$ cat src/rtl/somador_arbiter_pkg.sv
// -----------------------------------------------------------------------------
// somador_pkg
// Shared constants and helpers for the round-robin shared-adder block.
//   DEFAULT_WIDTH   : default operand/sum width
//   DEFAULT_NUM_REQ : default number of requesters
//   clog2()         : ceiling log2, used to size the requester-id field
// -----------------------------------------------------------------------------
package somador_pkg;

    localparam int DEFAULT_WIDTH   = 44;
    localparam int DEFAULT_NUM_REQ = 4;

    // Smallest n with 2**n >= value (value >= 2 in every legal configuration).
    function automatic int clog2(input int value);
        int result;
        result = 0;
        for (int i = 0; i < 31; i++) begin
            result = ((32'd1 << i) < 32'(value)) ? (i + 1) : result;
        end
        return result;
    endfunction

endpackage

$ cat src/rtl/somador_arbiter_if.sv
// -----------------------------------------------------------------------------
// somador_arbiter_if
// Handshake bundle between the operand producers / sum consumer and the
// shared adder.
//   req_valid [NUM_REQ]        : per-requester operand valid
//   req_x/req_y [NUM_REQ*WIDTH]: operands, requester i at [i*WIDTH +: WIDTH]
//   req_ready [NUM_REQ]        : one-hot grant
//   res_valid/res_ready        : result handshake
//   res_sum [WIDTH], res_id [ID_W]
//   res_carry                  : only when ADDER_CARRY_OUT_EN is defined
// Modports: master = producers/consumer side, slave = adder block.
// -----------------------------------------------------------------------------
interface somador_arbiter_if
    import somador_pkg::*;
#(
    parameter int WIDTH   = DEFAULT_WIDTH,
    parameter int NUM_REQ = DEFAULT_NUM_REQ,
    parameter int ID_W    = clog2(NUM_REQ)
) ();

    logic [NUM_REQ-1:0]       req_valid;
    logic [NUM_REQ*WIDTH-1:0] req_x;
    logic [NUM_REQ*WIDTH-1:0] req_y;
    logic [NUM_REQ-1:0]       req_ready;
    logic                     res_valid;
    logic                     res_ready;
    logic [WIDTH-1:0]         res_sum;
    logic [ID_W-1:0]          res_id;
`ifdef ADDER_CARRY_OUT_EN
    logic                     res_carry;

    modport master (
        output req_valid, req_x, req_y, res_ready,
        input  req_ready, res_valid, res_sum, res_id, res_carry
    );

    modport slave (
        input  req_valid, req_x, req_y, res_ready,
        output req_ready, res_valid, res_sum, res_id, res_carry
    );
`else
    modport master (
        output req_valid, req_x, req_y, res_ready,
        input  req_ready, res_valid, res_sum, res_id
    );

    modport slave (
        input  req_valid, req_x, req_y, res_ready,
        output req_ready, res_valid, res_sum, res_id
    );
`endif

endinterface

$ cat src/rtl/somador_arbiter_rr_arbiter.sv
// -----------------------------------------------------------------------------
// rr_arbiter
// Purely combinational round-robin picker. Starting at i_ptr and walking
// upward modulo NUM_REQ, the first asserted request wins.
//   i_req        [NUM_REQ] : request vector
//   i_ptr        [ID_W]    : highest-priority index this cycle
//   i_enable               : when low no grant is issued
//   o_grant      [NUM_REQ] : one-hot grant (all zero if none)
//   o_grant_idx  [ID_W]    : encoded index of the grant (0 if none)
//   o_grant_valid          : a grant was issued
// -----------------------------------------------------------------------------
module rr_arbiter
    import somador_pkg::*;
#(
    parameter int NUM_REQ = DEFAULT_NUM_REQ,
    parameter int ID_W    = clog2(NUM_REQ)
) (
    input  logic [NUM_REQ-1:0] i_req,
    input  logic [ID_W-1:0]    i_ptr,
    input  logic               i_enable,
    output logic [NUM_REQ-1:0] o_grant,
    output logic [ID_W-1:0]    o_grant_idx,
    output logic               o_grant_valid
);

    logic [NUM_REQ-1:0] w_grant;
    logic [ID_W-1:0]    w_grant_idx;
    logic               w_found;
    logic [ID_W-1:0]    w_idx;
    logic               w_hit;

    // Rotating priority scan; w_found blocks every candidate after the first hit.
    always_comb begin
        w_grant     = '0;
        w_grant_idx = '0;
        w_found     = 1'b0;
        w_idx       = '0;
        w_hit       = 1'b0;
        for (int k = 0; k < NUM_REQ; k++) begin
            w_idx          = ID_W'((int'(i_ptr) + k) % NUM_REQ);
            w_hit          = i_enable & ~w_found & i_req[w_idx];
            w_grant[w_idx] = w_grant[w_idx] | w_hit;
            w_grant_idx    = w_hit ? w_idx : w_grant_idx;
            w_found        = w_found | w_hit;
        end
    end

    assign o_grant       = w_grant;
    assign o_grant_idx   = w_grant_idx;
    assign o_grant_valid = w_found;

endmodule

$ cat src/rtl/somador_arbiter.sv
// -----------------------------------------------------------------------------
// somador_arbiter
// One registered WIDTH-bit adder shared by NUM_REQ requesters under
// round-robin arbitration. The winning pair is summed into a single output
// register tagged with the requester index; a result may be consumed and a new
// one loaded in the same cycle, giving one sum per clock under saturation.
//   clock    : rising-edge clock
//   reset_n  : asynchronous active-low reset
//   bus      : somador_arbiter_if.slave (req_valid/req_x/req_y/req_ready,
//              res_valid/res_ready/res_sum/res_id[/res_carry])
// Optional feature macro: ADDER_CARRY_OUT_EN adds the registered res_carry
// output (bit WIDTH of the full sum); otherwise the carry is discarded.
// req_ready is combinational and depends only on req_valid, the rotation
// pointer and the result-slot state, never on the operands.
// -----------------------------------------------------------------------------
module somador_arbiter
    import somador_pkg::*;
#(
    parameter int WIDTH   = DEFAULT_WIDTH,
    parameter int NUM_REQ = DEFAULT_NUM_REQ,
    parameter int ID_W    = clog2(NUM_REQ)
) (
    input  logic              clock,
    input  logic              reset_n,
    somador_arbiter_if.slave  bus
);

    logic                 r_res_valid;
    logic [WIDTH-1:0]     r_res_sum;
    logic [ID_W-1:0]      r_res_id;
    logic [ID_W-1:0]      r_rr_ptr;

    logic                 w_slot_free;
    logic [NUM_REQ-1:0]   w_grant;
    logic [ID_W-1:0]      w_grant_idx;
    logic                 w_grant_valid;
    logic [WIDTH-1:0]     w_op_x;
    logic [WIDTH-1:0]     w_op_y;
    logic [WIDTH-1:0]     w_sum;
    logic [ID_W-1:0]      w_ptr_next;

    // The result register can take a new sum if it is empty or being drained now.
    assign w_slot_free = ~r_res_valid | bus.res_ready;

    rr_arbiter #(
        .NUM_REQ (NUM_REQ),
        .ID_W    (ID_W)
    ) u_rr_arbiter (
        .i_req         (bus.req_valid),
        .i_ptr         (r_rr_ptr),
        .i_enable      (w_slot_free),
        .o_grant       (w_grant),
        .o_grant_idx   (w_grant_idx),
        .o_grant_valid (w_grant_valid)
    );

    assign bus.req_ready = w_grant;

    // AND-OR operand mux keyed by the one-hot grant.
    always_comb begin
        w_op_x = '0;
        w_op_y = '0;
        for (int i = 0; i < NUM_REQ; i++) begin
            w_op_x = w_op_x | (bus.req_x[i*WIDTH +: WIDTH] & {WIDTH{w_grant[i]}});
            w_op_y = w_op_y | (bus.req_y[i*WIDTH +: WIDTH] & {WIDTH{w_grant[i]}});
        end
    end

`ifdef ADDER_CARRY_OUT_EN
    logic [WIDTH:0] w_sum_full;
    logic           r_res_carry;

    assign w_sum_full = {1'b0, w_op_x} + {1'b0, w_op_y};
    assign w_sum      = w_sum_full[WIDTH-1:0];

    // Carry register loads together with the sum and holds otherwise.
    always_ff @(posedge clock or negedge reset_n) begin
        if (!reset_n) begin
            r_res_carry <= 1'b0;
        end else if (w_grant_valid) begin
            r_res_carry <= w_sum_full[WIDTH];
        end else begin
            r_res_carry <= r_res_carry;
        end
    end

    assign bus.res_carry = r_res_carry;
`else
    assign w_sum = w_op_x + w_op_y;
`endif

    // Pointer moves to the slot just after the winner, wrapping at NUM_REQ.
    assign w_ptr_next = (w_grant_idx == ID_W'(NUM_REQ - 1)) ? '0 : (w_grant_idx + ID_W'(1));

    // Result register and rotation pointer; a grant reloads even while draining.
    always_ff @(posedge clock or negedge reset_n) begin
        if (!reset_n) begin
            r_res_valid <= 1'b0;
            r_res_sum   <= '0;
            r_res_id    <= '0;
            r_rr_ptr    <= '0;
        end else if (w_grant_valid) begin
            r_res_valid <= 1'b1;
            r_res_sum   <= w_sum;
            r_res_id    <= w_grant_idx;
            r_rr_ptr    <= w_ptr_next;
        end else if (bus.res_ready) begin
            r_res_valid <= 1'b0;
        end else begin
            r_res_valid <= r_res_valid;
        end
    end

    assign bus.res_valid = r_res_valid;
    assign bus.res_sum   = r_res_sum;
    assign bus.res_id    = r_res_id;

endmodule

$ cat src/flat_wrapper.sv
// flat-port wrapper written by rule: the top's interface ports become plain ports
module somador_arbiter_flat import somador_pkg::*;
#(
    parameter int WIDTH   = DEFAULT_WIDTH,
    parameter int NUM_REQ = DEFAULT_NUM_REQ,
    parameter int ID_W    = clog2(NUM_REQ)
)
  (clock, reset_n, bus_req_valid, bus_req_x, bus_req_y, bus_res_ready, bus_req_ready, bus_res_valid, bus_res_sum, bus_res_id);
  somador_arbiter_if #(.WIDTH(WIDTH), .NUM_REQ(NUM_REQ), .ID_W(ID_W)) bus_i ();
  input  logic clock;
  input  logic reset_n;
  input wire logic [$bits(bus_i.req_valid)-1:0] bus_req_valid;
  input wire logic [$bits(bus_i.req_x)-1:0] bus_req_x;
  input wire logic [$bits(bus_i.req_y)-1:0] bus_req_y;
  input wire logic [$bits(bus_i.res_ready)-1:0] bus_res_ready;
  output wire logic [$bits(bus_i.req_ready)-1:0] bus_req_ready;
  output wire logic [$bits(bus_i.res_valid)-1:0] bus_res_valid;
  output wire logic [$bits(bus_i.res_sum)-1:0] bus_res_sum;
  output wire logic [$bits(bus_i.res_id)-1:0] bus_res_id;
  assign bus_i.req_valid = bus_req_valid;
  assign bus_i.req_x = bus_req_x;
  assign bus_i.req_y = bus_req_y;
  assign bus_i.res_ready = bus_res_ready;
  assign bus_req_ready = bus_i.req_ready;
  assign bus_res_valid = bus_i.res_valid;
  assign bus_res_sum = bus_i.res_sum;
  assign bus_res_id = bus_i.res_id;
  somador_arbiter #(.WIDTH(WIDTH), .NUM_REQ(NUM_REQ), .ID_W(ID_W)) u_core (.clock(clock), .reset_n(reset_n), .bus(bus_i));
endmodule
$ cat config.mk
export PLATFORM = sky130hd
export DESIGN_NAME = somador_arbiter_flat
export DESIGN_NICKNAME = d
export VERILOG_FILES = /design/src/rtl/somador_arbiter_pkg.sv /design/src/rtl/somador_arbiter_if.sv /design/src/rtl/somador_arbiter_rr_arbiter.sv /design/src/rtl/somador_arbiter.sv /design/src/flat_wrapper.sv
export SDC_FILE = /design/constraint.sdc
export NUM_CORES = 1
export LEC_CHECK = 0
export ABC_AREA = 1
export BUFFER_PORTS_ARGS = -buffer_cell sky130_fd_sc_hd__buf_2
export CORE_AREA = 2 2 161 163
export CTS_CLUSTER_DIAMETER = 40
export CTS_CLUSTER_SIZE = 20
export DETAILED_ROUTE_END_ITERATION = 7
export DIE_AREA = 0 0 163 165
export PLACE_DENSITY = 0.56
export SETUP_SLACK_MARGIN = 0.1
export SLEW_MARGIN = 20
export SYNTH_ARGS = -nofsm -noshare
export SYNTH_HDL_FRONTEND = slang
export SYNTH_SLANG_ARGS = --single-unit
$ cat constraint.sdc
create_clock -name clock -period 12 [get_ports clock]
set_input_delay 3 -clock clock [delete_from_list [all_inputs] [get_ports clock]]
set_output_delay 3 -clock clock [all_outputs]
set_load 0.005 [all_outputs]
=== After elaboration in Yosys (flattened, before gate mapping) ===
Index checks and enable logic that the tools add are counted.

* Bits in registers: 49
* Latch bits: 0
* RAM bits: 0
* Bits in read-only memories: 0
* Input bits: 359
* Output and inout bits: 51
* Word-level logic and storage cells: 91
* Memories: 0

* Add/subtract/negate cells: 5
* $mul: 0
* Divide/modulo/power cells: 0
* Order comparisons: 8
* Equal/unequal tests: 1
* Shift-type cells: 0
* Mux-type cells: 34
* Bitwise operators: 34
* Reduce and logical (&&, ||, !) cells: 5

{| class="wikitable"
|+ Operators with widths
! operator !! number
|-
| $and A44 B44 Y44 || 8
|-
| $or A44 B44 Y44 || 6
|-
| $add A44 B44 Y44 || 1
|-
| $bmux W1 S2 || 8
|-
| $mux W1 || 14
|-
| $bwmux W4 || 3
|-
| $lt A2 B3 Y1 const B || 4
|-
| $mux W2 || 5
|-
| $demux W1 S2 || 4
|-
| $ge A2 B1 Y1 const B || 4
|-
| $or A1 B1 Y1 || 8
|-
| $and A1 B1 Y1 || 7
|-
| $add A2 B1 Y2 const B || 2
|-
| $add A2 B2 Y2 const B || 2
|-
| $and A4 B4 Y4 || 1
|-
| $logic_and A1 B1 Y1 || 4
|-
| $not A1 Y1 || 4
|-
| $eq A2 B2 Y1 const B || 1
|-
| $reduce_bool A2 Y1 || 1
|}

=== Longest topological paths before layout ===
Gate-level depths: netlist (run 1).

* Depth after elaboration: 22
* Gate-level depth with buffers: 47

=== Modules after synthesis ===
Synthesis (run 1) repeated with hierarchy kept, for this count alone.

* Cell total of the unflattened synthesis: 1523
* Area, all modules: 8112.8 µm²

{| class="wikitable"
|+ By module, submodules not included
! module !! times used !! cells each !! area an instance (µm²)
|-
| somador_arbiter || 1 || 1417 || 7458.4
|-
| rr_arbiter || 1 || 106 || 654.4
|}

=== Worst setup path before layout (run 1) ===
No wires, ideal clock.

* Kind: input port to output port
* From: input port bus_res_ready
* To: output port bus_req_ready[0]
* Arrival time: 4692 ps
* Required time: 9000 ps
* Slack: 4308 ps
* Stages on the path: 17
* Path through: or2_1 buf_2 nand4_1 nand3_1 nand2_1 nand3_1 nand3_1 nand3_1 nand2_2 nand3_1 nand3_1 nand3_1 nand2_2 nand3_2 nand2_1 inv_2 buf_2

* Word-level cells in the longest chain between the ends: 16
* Elaborated cells between the ends (all ways): 27
* Those cells by class: mux (9); bitwise (18)

{| class="wikitable"
|+ Ends and longest elaborated chain
! item !! RTL line !! source
|-
| from (decl) || flat_wrapper.sv:15 || <nowiki>input wire logic [$bits(bus_i.res_ready)-1:0] bus_res_ready;</nowiki>
|-
| $or A1 B1 Y1 (*) || somador_arbiter.sv:43 || <nowiki>assign w_slot_free = ~r_res_valid | bus.res_ready;</nowiki>
|-
| $and A1 B1 Y1 || somador_arbiter_rr_arbiter.sv:41 || <nowiki>w_hit = i_enable & ~w_found & i_req[w_idx];</nowiki>
|-
| $or A1 B1 Y1 || somador_arbiter_rr_arbiter.sv:42 || <nowiki>w_grant[w_idx] = w_grant[w_idx] | w_hit;</nowiki>
|-
| $and A4 B4 Y4 (no line) || - ||
|-
| $bmux W1 S2 || somador_arbiter_rr_arbiter.sv:42 ||
|-
| $mux W1 (not written as such) || somador_arbiter_rr_arbiter.sv:42 ||
|-
| $or A1 B1 Y1 || somador_arbiter_rr_arbiter.sv:42 ||
|-
| $bwmux W4 || somador_arbiter_rr_arbiter.sv:42 ||
|-
| $bmux W1 S2 || somador_arbiter_rr_arbiter.sv:42 ||
|-
| $mux W1 (not written as such) || somador_arbiter_rr_arbiter.sv:42 ||
|-
| $or A1 B1 Y1 || somador_arbiter_rr_arbiter.sv:42 ||
|-
| $bwmux W4 || somador_arbiter_rr_arbiter.sv:42 ||
|-
| $bmux W1 S2 || somador_arbiter_rr_arbiter.sv:42 ||
|-
| $mux W1 (not written as such) || somador_arbiter_rr_arbiter.sv:42 ||
|-
| $or A1 B1 Y1 || somador_arbiter_rr_arbiter.sv:42 ||
|-
| $bwmux W4 (*) || somador_arbiter_rr_arbiter.sv:42 ||
|-
| to (decl) || flat_wrapper.sv:16 || <nowiki>output wire logic [$bits(bus_i.req_ready)-1:0] bus_req_ready;</nowiki>
|}

Mark *: on every way between the ends. The rest lies on a longest branch, timed or not. The select of a mux whose other input is x is not followed.

=== Worst setup path after layout (run 1) ===
Same ends and word-level chain as after synthesis.

==> flow_metrics.py, run 1 <==
metrics = {
    "worst_setup_path": {
        "cp_max_fo": 42,
        "cp.arrival_ns": 5.58,
        "end_kind": "output pin",
        "cp.depth": 17,
        "startpoint_type": "primary input",
        "path_cells": "buf_2 -> or2_1 -> inv_1 -> nor2_2 -> nand2_1 -> nand2_1 -> nand3_1 -> nand3_1 -> nand2_2 -> nand3_1 -> nand3_1 -> nand3_1 -> nand2_2 -> nand3_2 -> nand2_1 -> inv_2 -> buf_2",
        "crit_end": "bus_req_ready[0]",
        "crit_start": "bus_res_ready",
        "crit_type": "primary input to output pin",
        "critical_path_buf_inv_count": 4,
        "r2r-start": "u_core.r_rr_ptr[0]$_DFFE_PN0P_",
        "worstRegToRegCells": 43,
        "slowest_stage": "inv_2",
        "rr_endpoint": "u_core.bus.res_sum[40]$_DFFE_PN0P_",
        "cpMostUsedCell": "nand3_1",
        "slowest_delay_ns": 0.55,
        "r2r_setup_slack_ns": 5.48,
        "required_ns": 9.00,
        "critical_path.top_delay_family": "simple AND/OR/NAND/NOR gates",
    },
    "route": {
        "drt_iter0_drc": 502,
        "num_vias": 8758,
        "drc": 0,
        "wire_per_inst_microns": 15.38,
        "antenna_left": 0,
        "drt-pass1-iter-count": 5,
        "routed_wl_microns": 27890,
        "via_per_inst": 4.828,
    },
    "hold_path": {
        "hold_path_class": "flop to flop",
        "holdPathStages": 2,
    },
    "clocking": {
        "cts_inserted_buffers": 5,
        "htree_levels": 2,
        "post_cts.repair.setup_buffers": 0,
        "clkSinkCount": 49,
        "clockBufferDepth": 2,
        "cts_hold_buffers": 0,
        "cts-root-buf": "clkbuf_16",
        "clkTransAtPathRegs_ns": 0.07,
        "postCtsResizedCells": 0,
        "clk_latency_ns": 0.30,
        "tritoncts": "built",
    },
    "layout": {
        "drive_gt1_share_pct": 30.30,
        "layout_common_cells": "517 x nand2_1, 409 x buf_2, 90 x nand4_1",
        "area_growth_pct": 36.04,
        "final_cells": 1814,
        "mostFrequentLayoutCell": "nand2_1",
        "nNetsFinal": 1889,
        "fillers": 2805,
    },
    "outcome": {
        "status": "finished, final reports clean",
    },
    "yosys": {
        "synth_area_leaders": "nand2_1 29%, dfrtp_1 19%, ha_1 9.1%",
        "synth_area_sq_um": 6596,
        "async_flop_share_pct": 100.0,
        "ys.flop_type": "dfrtp_1",
        "avgSynthCellArea_sq_um": 5.980,
        "ys_warn_count": 0,
        "yosysUniqueCellTypes": 39,
        "ys_seq_elements": 49,
        "synth_top_cell_by_area": "nand2_1",
        "ys_seq_area_share_pct": 18.59,
        "synthCells": 1103,
        "synth.net_count": 1511,
        "synth_edf_count": 0,
        "synth_top_area_share_pct": 29.42,
    },
    "global_routing": {
        "grt_max_degree": 57,
        "grt_pass1_vias": 8196,
        "grt_usage_pct": 19.59,
        "grt_pass1_wl_microns": 41580,
        "antenna_found_initial": 2,
        "overflow": 0,
    },
    "sta": {
        "tightest_slew_ns": 0.7807,
        "setup_tns_ns": 0,
        "finalHoldViolations": 0,
        "setup_slack_ns": 3.419,
        "fmax_ghz": 0.1165,
        "setup_viol": 0,
        "relSlewSlack_pct": 47.96,
        "period_minus_slack_ns": 8.581,
        "rsz0062_at_grt": "no",
        "clock_skew_ns": 0.006297,
        "slew_viol_final": 0,
        "finalCritPeriodShare_pct": 71.50,
    },
    "floorplanning": {
        "io_pins": 410,
        "start_util_pct": 26.35,
        "rows": 58,
        "fp.dieW_microns": 163,
        "coreArea_sq_um": 25040,
        "die_h_microns": 165,
        "die-area_sq_um": 26900,
    },
    "place": {
        "place_hpwl_microns": 23090,
        "detailedPlace.worstSlack_ns": 3.448,
        "gp_congestion": 0.8537,
        "numPortBuffers": 409,
        "dp_cells": 1804,
    },
    "run": {
        "max_cap_violations": 0,
    },
}
## registers in the layout, summed over array words and instances (netlist names)
register              flops
u_core.r_rr_ptr           2
u_core.bus.res_sum       44
u_core.bus.res_valid      1
u_core.bus.res_id         2
## area by class of cell
type                            count  area [sq um]  area share, %
Antenna cell                        2         5.005        0.05577
Clock buffer                        7         142.6          1.590
Clock inverter                      1         30.03         0.3346
Inverter                           61         229.0          2.552
Multi-Input combinational cell    946          4813          53.64
Sequential cell                    49          1226          13.66
Tap cell                          330         412.9          4.601
Timing Repair Buffer              418          2115          23.56
## Yosys cell counts (3+ instances only)
library cell,n
a31oi_1,11
a21oi_1,47
xor2_1,11
ha_1,48
o211ai_1,3
buf_2,25
o21a_1,5
nand3_1,43
dfrtp_1,49
nand2_1,517
o21ai_1,29
nor2_1,44
xnor2_1,27
nand4_1,90
inv_2,9
nand3_2,5
a21o_1,4
nor3_1,5
inv_1,52
o221ai_1,3
buf_6,15
nand2_2,4
o21ai_0,32
clkbuf_1,5
## cells by family after synthesis
| group | Yosys count | synth area share, % |
|---|---|---|
| AND/OR/NAND/NOR | 715 | 46.24 |
| adder cells (fa/ha/maj) | 49 | 9.408 |
| buffers and inverters | 108 | 8.441 |
| XOR/XNOR | 38 | 5.046 |
| flip-flops | 49 | 18.59 |
| AO/OA/AOI/OAI | 144 | 12.27 |
## per-stage QoR
stage	util [%]	hold WS (ns)	instance area, sq um
CTS	35.82	0.4769	8969
global route	35.83	0.5127	8971
floorplan	-	0.4654	6596
detailed placement	35.13	0.4575	8796
global placement	35.13	0.4559	8796
finish	35.84	0.4746	8974
## metal layers
layer	track usage, %	routed length, microns
met1	25.47	12250
met2	33.36	13280
met3	3.164	1709
met4	5.833	655
met5	0	0
## how the worst min path moves through the flow
stage	slack [ns]	start	to
floorplan	0.47	u_core.bus.res_sum[0]$_DFFE_PN0P_	u_core.bus.res_sum[0]$_DFFE_PN0P_
global placement	0.46	u_core.bus.res_sum[1]$_DFFE_PN0P_	u_core.bus.res_sum[1]$_DFFE_PN0P_
detailed placement	0.46	u_core.bus.res_sum[1]$_DFFE_PN0P_	u_core.bus.res_sum[1]$_DFFE_PN0P_
CTS	0.48	u_core.bus.res_sum[1]$_DFFE_PN0P_	u_core.bus.res_sum[1]$_DFFE_PN0P_
global route	0.51	u_core.bus.res_sum[1]$_DFFE_PN0P_	u_core.bus.res_sum[1]$_DFFE_PN0P_
finish	0.47	u_core.bus.res_sum[1]$_DFFE_PN0P_	u_core.bus.res_sum[1]$_DFFE_PN0P_
## worst reg2reg max path, delay by kind of cell, from the launching register on
| kind | cells | cell delay (ns) |
|---|---|---|
| AOI/OAI and AO/OA | 4 | 0.65 |
| adders and majority gates | 3 | 1.08 |
| buffers and inverters | 3 | 0.57 |
| DFF | 1 | 0.72 |
| and+or+nand+nor | 33 | 3.42 |
Power of run 1 is not shown: default switching activity piles up to over one toggle a cycle in this logic, so the estimate is an artifact.
==> run 2, diff against run 1 <==
--- a/config.mk
+++ b/config.mk
@@ -12,7 +12,7 @@
 export CTS_CLUSTER_SIZE = 20
 export DETAILED_ROUTE_END_ITERATION = 7
 export DIE_AREA = 0 0 163 165
-export PLACE_DENSITY = 0.56
+export PLACE_DENSITY = 0.58
 export SETUP_SLACK_MARGIN = 0.1
 export SLEW_MARGIN = 20
 export SYNTH_ARGS = -nofsm -noshare
==> constraint.sdc (replaced) <==
create_clock -name clock -period 7.4 [get_ports clock]
set_input_delay 1.85 -clock clock [delete_from_list [all_inputs] [get_ports clock]]
set_output_delay 1.85 -clock clock [all_outputs]
set_load 0.005 [all_outputs]
==> flow_metrics.py, run 2 (synthesized netlist as in run 1, its figures left out) <==
metrics = {
    "sta": {
        "fmax_ghz": 0.1491,
        "rsz0062_at_grt": "no",
        "setup_tns_ns": 0,
        "finalHoldViolations": 0,
        "clock_skew_ns": 0.009090,
        "relSlewSlack_pct": 52.39,
        "tightest_slew_ns": 0.7142,
        "finalCritPeriodShare_pct": 90.64,
        "slew_viol_final": 0,
        "setup_viol": 0,
        "period_minus_slack_ns": 6.707,
    },
    "floorplanning": {
        "fp.dieW_microns": 163,
        "die-area_sq_um": 26900,
        "rows": 58,
        "coreArea_sq_um": 25040,
        "die_h_microns": 165,
        "io_pins": 410,
        "start_util_pct": 26.35,
    },
    "clocking": {
        "clk_latency_ns": 0.30,
        "cts-root-buf": "clkbuf_16",
        "clkTransAtPathRegs_ns": 0.06,
        "clockBufferDepth": 2,
        "clkSinkCount": 49,
        "htree_levels": 2,
        "tritoncts": "built",
        "cts_inserted_buffers": 5,
    },
    "outcome": {
        "status": "finished, final reports clean",
    },
    "hold_path": {
        "hold_path_end": "u_core.bus.res_sum[39]$_DFFE_PN0P_",
        "holdPathStages": 2,
        "hold_path_class": "flop to flop",
        "hp-start": "u_core.bus.res_sum[39]$_DFFE_PN0P_",
    },
    "route": {
        "routed_wl_microns": 28070,
        "via_per_inst": 4.784,
        "wire_per_inst_microns": 15.47,
        "drt-pass1-iter-count": 5,
        "drt_iter0_drc": 433,
        "num_vias": 8683,
        "drc": 0,
        "antenna_left": 0,
    },
    "layout": {
        "drive_gt1_share_pct": 30.64,
        "largest_register_ffs": 44,
        "area_growth_pct": 36.76,
        "fillers": 2823,
        "mostFrequentLayoutCell": "nand2_1",
        "nNetsFinal": 1892,
        "seq_area_sq_um": 1226,
        "n_antenna_cell": 0,
        "layout_common_cells": "515 x nand2_1, 409 x buf_2, 90 x nand4_1",
        "multi_input_area_sq_um": 4821,
    },
    "place": {
        "gp_congestion": 0.8628,
        "place_hpwl_microns": 23520,
        "numPortBuffers": 409,
    },
    "worst_setup_path": {
        "slowest_delay_ns": 0.36,
        "r2r-start": "u_core.r_rr_ptr[0]$_DFFE_PN0P_",
        "crit_type": "primary input to flop",
        "cp.depth": 44,
        "critical_path_buf_inv_count": 4,
        "cpMostUsedCell": "nand2_1",
        "r2r_setup_slack_ns": 1.16,
        "rr_endpoint": "u_core.bus.res_sum[40]$_DFFE_PN0P_",
        "critical_path.top_delay_family": "simple AND/OR/NAND/NOR gates",
        "end_kind": "flop",
        "worstRegToRegCells": 42,
        "cp.arrival_ns": 6.90,
        "slowest_stage": "buf_4",
        "required_ns": 7.59,
        "cp_max_fo": 30,
        "startpoint_type": "primary input",
    },
    "global_routing": {
        "grt_usage_pct": 19.82,
        "antenna_found_initial": 0,
        "grt_pass1_vias": 8203,
        "grt_pass1_wl_microns": 42280,
        "overflow": 0,
        "grt_max_degree": 51,
    },
    "run": {
        "max_cap_violations": 0,
    },
}
[run 2: stage by stage]
stage                     instance area [sq um]  worst slack, ns  hold slack [ns]  instances  util, %
after floorplan                            6596           0.9848           0.4654       1103        -
after global placement                     8823           0.4051           0.4524       1806    35.24
after detailed placement                   8823           0.3183           0.4600       1806    35.24
after CTS                                  8996           0.6106           0.4787       1814    35.93
after global routing                       9021           0.1001           0.4974       1815    36.03
final                                      9021           0.6928           0.4795       1815    36.03
[run 2: repair_timing]
item                       CTS  global route
hold endpoints to repair     0             0
resized for setup            0             6
setup endpoints to repair    0             3
hold buffers                 0             0
setup buffers                0             1
[run 2: worst register-to-register path: cells and delay by family, from the launching register on]
family	cells	cell delay, ns
AOI/OAI and AO/OA	4	0.68
and+or+nand+nor	33	3.32
adders and majority gates	3	1.09
buffers and inverters	2	0.35
DFF	1	0.70
[run 2: cell type report]
cell class / count / area share (%)
Sequential cell: 49 / 13.59
Clock inverter: 1 / 0.3329
Inverter: 61 / 2.566
Multi-Input combinational cell: 946 / 53.44
Clock buffer: 7 / 1.581
Tap cell: 330 / 4.577
Timing Repair Buffer: 421 / 23.91
[run 2: per-layer routing]
layer  up-vias  GRT usage [%]  part of all wire, %
met4         0          5.229                  1.9
met5         -              0                    0
li1       4449              -                    -
met3        35          2.788                  5.4
met1      3894          25.94                   44
met2       305          34.17                   49
[run 2: worst max-delay path by stage]
stage / slack, ns / from / to
3_3_place_gp: 0.41 / bus_res_ready / u_core.bus.res_sum[40]$_DFFE_PN0P_
5_1_grt: 0.10 / bus_req_valid[1] / u_core.bus.res_sum[40]$_DFFE_PN0P_
6_report: 0.69 / bus_req_valid[3] / u_core.bus.res_sum[40]$_DFFE_PN0P_
4_1_cts: 0.61 / bus_res_ready / u_core.bus.res_sum[40]$_DFFE_PN0P_
3_5_place_dp: 0.32 / bus_res_ready / u_core.bus.res_sum[40]$_DFFE_PN0P_
2_1_floorplan: 0.98 / bus_res_ready / u_core.bus.res_sum[40]$_DFFE_PN0P_
Power of run 2 is left out for the same reason.
==> run 3, diff against run 2 <==
--- a/config.mk
+++ b/config.mk
@@ -13,6 +13,7 @@
 export DETAILED_ROUTE_END_ITERATION = 7
 export DIE_AREA = 0 0 163 165
 export PLACE_DENSITY = 0.58
+export REMOVE_ABC_BUFFERS = 1
 export SETUP_SLACK_MARGIN = 0.1
 export SLEW_MARGIN = 20
 export SYNTH_ARGS = -nofsm -noshare
==> flow_metrics.py, run 3 (synthesized netlist as in run 1, its figures left out) <==
metrics = {
    "outcome": {
        "status": "finished, final reports clean",
    },
    "sta": {
        "setup_slack_ns": 0.6431,
        "tightest_slew_ns": 0.6841,
        "fmax_ghz": 0.1480,
        "clock_skew_ns": 0.006811,
        "finalCritPeriodShare_pct": 91.31,
        "setup_viol": 0,
        "relSlewSlack_pct": 54.39,
        "rsz0062_at_grt": "no",
        "period_minus_slack_ns": 6.757,
        "setup_tns_ns": 0,
        "finalHoldViolations": 0,
        "slew_viol_final": 0,
    },
    "place": {
        "numPortBuffers": 409,
        "detailedPlace.worstSlack_ns": 0.1669,
        "place_hpwl_microns": 22960,
        "dp_cells": 1806,
        "gp_congestion": 0.8815,
    },
    "clocking": {
        "tritoncts": "built",
        "htree_levels": 2,
        "clkTransAtPathRegs_ns": 0.07,
        "cts-root-buf": "clkbuf_16",
        "clockBufferDepth": 2,
        "clk_latency_ns": 0.30,
        "cts_inserted_buffers": 5,
        "clkSinkCount": 49,
        "cts_hold_buffers": 0,
    },
    "global_routing": {
        "grt_pass1_vias": 8004,
        "grt_max_degree": 50,
        "antenna_found_initial": 1,
        "grt_usage_pct": 19.11,
        "overflow": 0,
        "grt_pass1_wl_microns": 40780,
    },
    "worst_setup_path": {
        "slowest_stage": "fa_2",
        "cp_max_fo": 15,
        "end_kind": "flop",
        "cp.arrival_ns": 6.95,
        "startpoint_type": "primary input",
        "crit_type": "primary input to flop",
        "cpMostUsedCell": "nand2_1",
        "slowest_delay_ns": 0.37,
        "r2r_setup_slack_ns": 1.11,
        "required_ns": 7.59,
    },
    "route": {
        "drt_iter0_drc": 471,
        "wire_per_inst_microns": 14.97,
        "via_per_inst": 4.769,
        "antenna_left": 0,
        "drt-pass1-iter-count": 5,
        "drc": 0,
        "routed_wl_microns": 27160,
        "num_vias": 8655,
    },
    "layout": {
        "final_util_pct": 35.95,
        "mostFrequentLayoutCell": "nand2_1",
        "largest_register_ffs": 44,
        "area_growth_pct": 36.44,
        "n_antenna_cell": 0,
        "layout_common_cells": "517 x nand2_1, 409 x buf_2, 90 x nand4_1",
        "final_cells": 1815,
        "nNetsFinal": 1892,
        "drive_gt1_share_pct": 30.64,
    },
    "floorplanning": {
        "io_pins": 410,
        "die_h_microns": 165,
        "rows": 58,
        "start_util_pct": 26.35,
        "die-area_sq_um": 26900,
        "coreArea_sq_um": 25040,
        "fp.dieW_microns": 163,
    },
    "hold_path": {
        "hold_path_class": "flop to flop",
    },
    "run": {
        "max_cap_violations": 0,
    },
}
run 3: cell types whose count changed in the layout (fill, tap and decap cells not counted), sizes merged:
cell    change
bufinv      -1
inv         +1
run 3: what timing repair did:
| action | 4_1_cts | 5_1_grt |
|---|---|---|
| endpoints found under the setup margin | 0 | 4 |
| endpoints found under the hold margin | 0 | 0 |
| buffers inserted | 0 | 1 |
| resized for setup | 0 | 8 |
run 3: worst paths after layout:
kind,depth (start not counted),endpoint,startpoint
max in group asynchronous,2,u_core.bus.res_sum[22]$_DFFE_PN0P_,reset_n
worst min register to register,2,u_core.bus.res_sum[1]$_DFFE_PN0P_,u_core.bus.res_sum[1]$_DFFE_PN0P_
worst min-delay path,2,u_core.bus.res_sum[1]$_DFFE_PN0P_,u_core.bus.res_sum[1]$_DFFE_PN0P_
min in group asynchronous,2,u_core.bus.res_id[1]$_DFFE_PN0P_,reset_n
worst max register to register,42,u_core.bus.res_sum[40]$_DFFE_PN0P_,u_core.r_rr_ptr[0]$_DFFE_PN0P_
worst max-delay path,46,u_core.bus.res_sum[40]$_DFFE_PN0P_,bus_req_valid[3]
run 3: cell type report:
| class | instances | area [sq um] |
|---|---|---|
| Clock buffer | 7 | 152.6 |
| Clock inverter | 1 | 8.758 |
| Fill cell | 2808 | 16040 |
| Inverter | 61 | 236.5 |
| Multi-Input combinational cell | 946 | 4818 |
| Sequential cell | 49 | 1226 |
| Tap cell | 330 | 412.9 |
| Timing Repair Buffer | 421 | 2145 |
run 3: critical path, delay by kind of cell:
family / cells / cell delay, ns
simple gates: 37 / 3.50
compound gates: 4 / 0.71
fa+ha+maj: 2 / 0.62
buf+inv: 3 / 0.25
run 3: metrics by stage:
stage | hold WS (ns) | instance area (sq um)
final | 0.4707 | 9000
after detailed placement | 0.4578 | 8811
after floorplan | 0.4654 | 6269
after CTS | 0.4767 | 8972
after global routing | 0.4922 | 9000
after global placement | 0.4542 | 8811
run 3: metal layers:
metal	wire, microns	global-route usage [%]	vias up	part of all wire [%]
li1	-	-	4437	-
met1	11870	24.46	3846	44
met2	12950	33.30	326	48
met3	1711	2.336	44	6.3
met4	614	6.356	2	2.3
met5	13	0	-	0.048
Power of run 3 is left out for the same reason.
